--- src/rtl/pcileech_tlp_tx_arb.sv ---
// pcileech_tlp_tx_arb: merges two AXI-Stream TLP sources onto the PCIe TX stream, one whole packet at a time.
// Arbitration is round-robin by default; define PCILEECH_TLP_ARB_PRIO_EN for strict s0 priority.
module pcileech_tlp_tx_arb #(
  parameter int PARAM_CNT_WIDTH = 16
) (
  input  logic                       clk,
  input  logic                       rst_n,
  input  logic [63:0]                s0_tdata,
  input  logic [7:0]                 s0_tkeep,
  input  logic                       s0_tlast,
  input  logic                       s0_tvalid,
  output logic                       s0_tready,
  input  logic [63:0]                s1_tdata,
  input  logic [7:0]                 s1_tkeep,
  input  logic                       s1_tlast,
  input  logic                       s1_tvalid,
  output logic                       s1_tready,
  output logic [63:0]                m_tdata,
  output logic [7:0]                 m_tkeep,
  output logic                       m_tlast,
  output logic                       m_tvalid,
  input  logic                       m_tready,
  output logic [1:0]                 grant,
  output logic [PARAM_CNT_WIDTH-1:0] pkt_cnt0,
  output logic [PARAM_CNT_WIDTH-1:0] pkt_cnt1
);
  typedef enum logic [1:0] {IDLE, GRANT0, GRANT1} state_t;
  state_t r_state, w_next;
  logic [1:0] r_rst_sync;
  logic [63:0] r_m_tdata;
  logic [7:0] r_m_tkeep;
  logic r_m_tlast, r_m_tvalid;
  logic [PARAM_CNT_WIDTH-1:0] r_cnt0, r_cnt1;
  logic w_ready, w_acc0, w_acc1, w_pick1;
  assign w_ready   = ~r_m_tvalid | m_tready;
  assign s0_tready = (r_state == GRANT0) & w_ready;
  assign s1_tready = (r_state == GRANT1) & w_ready;
  assign w_acc0    = s0_tvalid & s0_tready;
  assign w_acc1    = s1_tvalid & s1_tready;
  assign grant     = {r_state == GRANT1, r_state == GRANT0};
  assign m_tdata   = r_m_tdata;
  assign m_tkeep   = r_m_tkeep;
  assign m_tlast   = r_m_tlast;
  assign m_tvalid  = r_m_tvalid;
  assign pkt_cnt0  = r_cnt0;
  assign pkt_cnt1  = r_cnt1;
`ifdef PCILEECH_TLP_ARB_PRIO_EN
  assign w_pick1 = 1'b0;
`else
  logic r_rr;
  assign w_pick1 = ~r_rr;
  // remember the last granted source (1 = s1) so the other one wins a tie; reset value gives s0 first turn
  always_ff @(posedge clk or negedge rst_n)
    if (!rst_n) r_rr <= 1'b1;
    else if (r_state == IDLE && w_next != IDLE) r_rr <= (w_next == GRANT1);
`endif
  // two-flop release of reset so the FSM only starts arbitrating on clean clock edges
  always_ff @(posedge clk or negedge rst_n)
    if (!rst_n) r_rst_sync <= 2'b00;
    else r_rst_sync <= {r_rst_sync[0], 1'b1};
  // FSM state register
  always_ff @(posedge clk or negedge rst_n)
    if (!rst_n) r_state <= IDLE;
    else r_state <= w_next;
  // next state: pick an owner in IDLE, hold ownership until its tlast beat is accepted
  always_comb begin
    w_next = r_state;
    case (r_state)
      IDLE:    if (r_rst_sync[1] & (s0_tvalid | s1_tvalid))
                 w_next = (s1_tvalid & (~s0_tvalid | w_pick1)) ? GRANT1 : GRANT0;
      GRANT0:  if (w_acc0 & s0_tlast) w_next = IDLE;
      GRANT1:  if (w_acc1 & s1_tlast) w_next = IDLE;
      default: w_next = IDLE;
    endcase
  end
  // output register: load an accepted beat, drop valid once the core has taken it
  always_ff @(posedge clk or negedge rst_n)
    if (!rst_n) begin
      r_m_tvalid <= 1'b0;
      r_m_tdata  <= '0;
      r_m_tkeep  <= '0;
      r_m_tlast  <= 1'b0;
    end else if (w_acc0 | w_acc1) begin
      r_m_tvalid <= 1'b1;
      r_m_tdata  <= w_acc1 ? s1_tdata : s0_tdata;
      r_m_tkeep  <= w_acc1 ? s1_tkeep : s0_tkeep;
      r_m_tlast  <= w_acc1 ? s1_tlast : s0_tlast;
    end else if (m_tready) begin
      r_m_tvalid <= 1'b0;
    end
  // per-source packet counters, free-running with wrap
  always_ff @(posedge clk or negedge rst_n)
    if (!rst_n) begin
      r_cnt0 <= '0;
      r_cnt1 <= '0;
    end else begin
      if (w_acc0 & s0_tlast) r_cnt0 <= r_cnt0 + PARAM_CNT_WIDTH'(1);
      if (w_acc1 & s1_tlast) r_cnt1 <= r_cnt1 + PARAM_CNT_WIDTH'(1);
    end
endmodule
--- config.mk ---
export PLATFORM = sky130hd
export DESIGN_NAME = pcileech_tlp_tx_arb
export DESIGN_NICKNAME = d
export VERILOG_FILES = /design/src/rtl/pcileech_tlp_tx_arb.sv
export SDC_FILE = /design/constraint.sdc
export NUM_CORES = 1
export LEC_CHECK = 0
export ABC_CLOCK_PERIOD_IN_PS = 1400
export CORE_ASPECT_RATIO = 1.1
export CORE_UTILIZATION = 39
export CTS_BUF_LIST = sky130_fd_sc_hd__clkbuf_4
export DETAILED_ROUTE_END_ITERATION = 12
export HOLD_SLACK_MARGIN = 0.02
export PLACE_DENSITY = 0.83
export RECOVER_POWER = 100
export REMOVE_ABC_BUFFERS = 1
export SLEW_MARGIN = 10
export SYNTH_ARGS = -nofsm -noshare
export SYNTH_HDL_FRONTEND = slang
export SYNTH_SLANG_ARGS = --single-unit
--- constraint.sdc ---
create_clock -name clk -period 1.4 [get_ports clk]
set_input_delay 0.21 -clock clk [delete_from_list [all_inputs] [get_ports clk]]
set_output_delay 0.21 -clock clk [all_outputs]
set_load 0.1 [all_outputs]
==> metrics.cfg, run 1 <==
[outcome]
outcome = finished, violations left
violations = setup timing

[critical_path]
path_common_cell = buf_12
cp_max_fo = 7
critPathTopFamily = buffers and inverters
cp.depth = 9
cp_slowest_cell = dfrtp_2
cp.required_ps = 1780
cp.arrival_ps = 2250
rr_worst_depth = 9
cp-start-kind = register
path_class = register to register
crit_path_max_incr_delay_ps = 490
crit_path_end_kind = register
path_buf_inv = 5
crit_chain = nor2b_4 > buf_4 > buf_6 > and3_4 > buf_12 > buf_12 > buf_12 > a21oi_4 > a21oi_2

[power]
leakagePower_nw = 5.30
p_total_mw = 30.5
power_density_mw_per_mm2 = 2500
peakVddDrop_uv = 2280

[final_layout]
seq_area_mm2 = 0.00279
layoutNonFillerInstCount = 1136
fillers = 567
area_delta_synth_final_pct = 115
multi_input_area_mm2 = 0.00338
final_common_cell = clkdlybuf4s50_1
final_util_pct = 87.1
fin_area_mm2 = 0.0122
nets = 1096
drive_above_1_share_pct = 51.5
antenna_cells = 0
final_cell_mix = 149 x clkdlybuf4s50_1, 131 x buf_12, 98 x dfrtp_1

[yosys]
yosys_warnings = 0
ys_types = 33
yosys_most_used_dff = dfrtp_1
ys_ff_latch = 111
synth.avg_cell_area_um2 = 10.2
async_flop_share_pct = 100
syn_area_mm2 = 0.00569
synth_edf_count = 0
postSynthCellCount = 557
ys_seq_area_share_pct = 48.9

[clocking]
clk_path_buf_depth = 2
clk_pin_slew_worst_paths_ps = 210
clk_latency_ps = 520
cts_root_buf = clkbuf_4
cts_buffers = 9
cts_tree = built
cts_sinks = 111
h-tree-depth = 3

[global_route]
grt_max_degree = 59
grt_pass1_vias = 6440
grt_usage_pct = 31.6
antenna_found_initial = 0
grt_pass1_wl_um = 35300
grt_overflow = 0

[timing]
rsz0062_at_grt = yes
tightestPinTransition_ps = 843
fmax_mhz = 533
tns_ps = -35450
finalSetupViolCount = 131
layout_setup_ws_ps = -476
final_max_slew_viol_count = 0
holdWs_ps = 297
min_period_ps = 1880
finalCritPeriodShare_pct = 134
hold_viol = 0
skew_ps = 46.5
relSlewSlack_pct = 43.8

[place]
port_buffers = 260
placed_cell_area_mm2 = 0.00999
dp_hpwl_um = 13100
dp_cells = 1032
gp_congestion = 0.841
pre_cts_ws_ps = -435

[worst_hold_path]
min_path_cells = 3
holdCritPathClass = input pin to register

[floorplanning]
std_cell_rows = 45
initial_core_util_pct = 40.6
num_io_pins = 261
die_area_mm2 = 0.0151
core_region_area_mm2 = 0.0140
die_w_um = 117
fp.dieH_um = 129

[drt]
routed.top_layer = met4
ant_nets = 0
wl_met1_um = 10000
drtIter0Drc = 374
wl_met2_um = 13600
dr_wl_met3_um = 1890
via_count = 6225
drt_pre_antenna_iters = 5
wl_um = 26800
wl_per_cell_um = 23.6
drcViolationCount = 0
viasPerCell = 5.48

[run]
cap_violations = 0

-- synthesized netlist by cell type (8+ instances only) --
cell | count | share of area [%]
buf_12 | 8 | 2.8
nor2_1 | 80 | 5.3
buf_4 | 11 | 1.5
clkbuf_1 | 9 | 0.59
buf_2 | 8 | 0.70
a21oi_2 | 140 | 22
nor3_1 | 15 | 1.3
dfrtp_1 | 110 | 48
nand2_1 | 82 | 5.4
a21oi_1 | 8 | 0.70
xor2_1 | 17 | 2.6
nand3_1 | 15 | 1.3
xnor2_1 | 13 | 2.0
-- power by group --
group,switching (mW),total [mW],internal [mW]
Clock,1.14,1.74,0.602
Sequential,1.52,6.00,4.48
Combinational,13.9,22.8,8.92
-- cell families after synthesis --
group | Yosys count | synth area share [%]
xor gates and xnor gates | 30 | 4.62
adders and majority gates | 2 | 0.440
muxes | 2 | 0.396
buffers and inverters | 41 | 5.90
other | 1 | 0.0660
AOI/OAI and AO/OA | 150 | 22.5
and+or+nand+nor | 220 | 17.2
DFF | 111 | 48.9
-- flip-flops by register name, summed over array words and instances, names as in the netlist --
| name | count |
|---|---|
| m_tvalid | 1 |
| m_tkeep | 8 |
| r_state | 2 |
| r_rst_sync | 2 |
| r_rr | 1 |
| m_tdata | 64 |
| pkt_cnt0 | 16 |
| pkt_cnt1 | 16 |
| m_tlast | 1 |
-- metal layers --
| metal | up-vias | GRT usage, % |
|---|---|---|
| li1 | 2649 | - |
| met3 | 103 | 7.96 |
| met2 | 368 | 56.5 |
| met1 | 3105 | 35.0 |
| met4 | 0 | 14.1 |
| met5 | - | 0 |
-- worst min-delay path: stages --
cell             delay, ps
clkdlybuf4s50_1        400
nor2_1                 120
a21oi_2                 40
-- final timing paths --
kind | startpoint | to | slack, ps
worst max register to register | r_state[0] | m_tdata[54] | -480
min in group asynchronous | rst_n | pkt_cnt1[9] | 490
worst min-delay path | s1_tdata[55] | m_tdata[55] | 300
max in group asynchronous | rst_n | pkt_cnt0[9] | 280
worst min register to register | r_rst_sync[0] | r_rst_sync[1] | 380
worst max-delay path | r_state[0] | m_tdata[54] | -480
-- area by class of cell --
type                       count  area share (%)
inverter                       5           0.154
tap                          188            1.93
multi-input combinational    405            27.7
timing repair buffer         411            46.2
sequential                   111            22.9
clock buffer                  12           0.738
clock inverter                 4           0.389
-- what timing repair did --
action | CTS | global route
endpoints found under the hold margin | 111 | 0
setup buffers | 47 | 25
pin swaps | 59 | 74
endpoints found under the setup margin | 126 | 160
hold buffers | 1 | 0
cloned | 14 | 5
gates resized for setup | 122 | 83
Note: power is estimated with default switching activity, not from simulation.
==> run 2: changes to the inputs <==
CAP_MARGIN = 30   (was default)
==> results of run 2 <==
No change in the layout: final DEF, timing and power equal those of run 1.
==> run 3: changes to the inputs <==
CORE_MARGIN = 1   (was default)
==> results of run 3 <==
No change in the layout: final DEF, timing and power equal those of run 1.
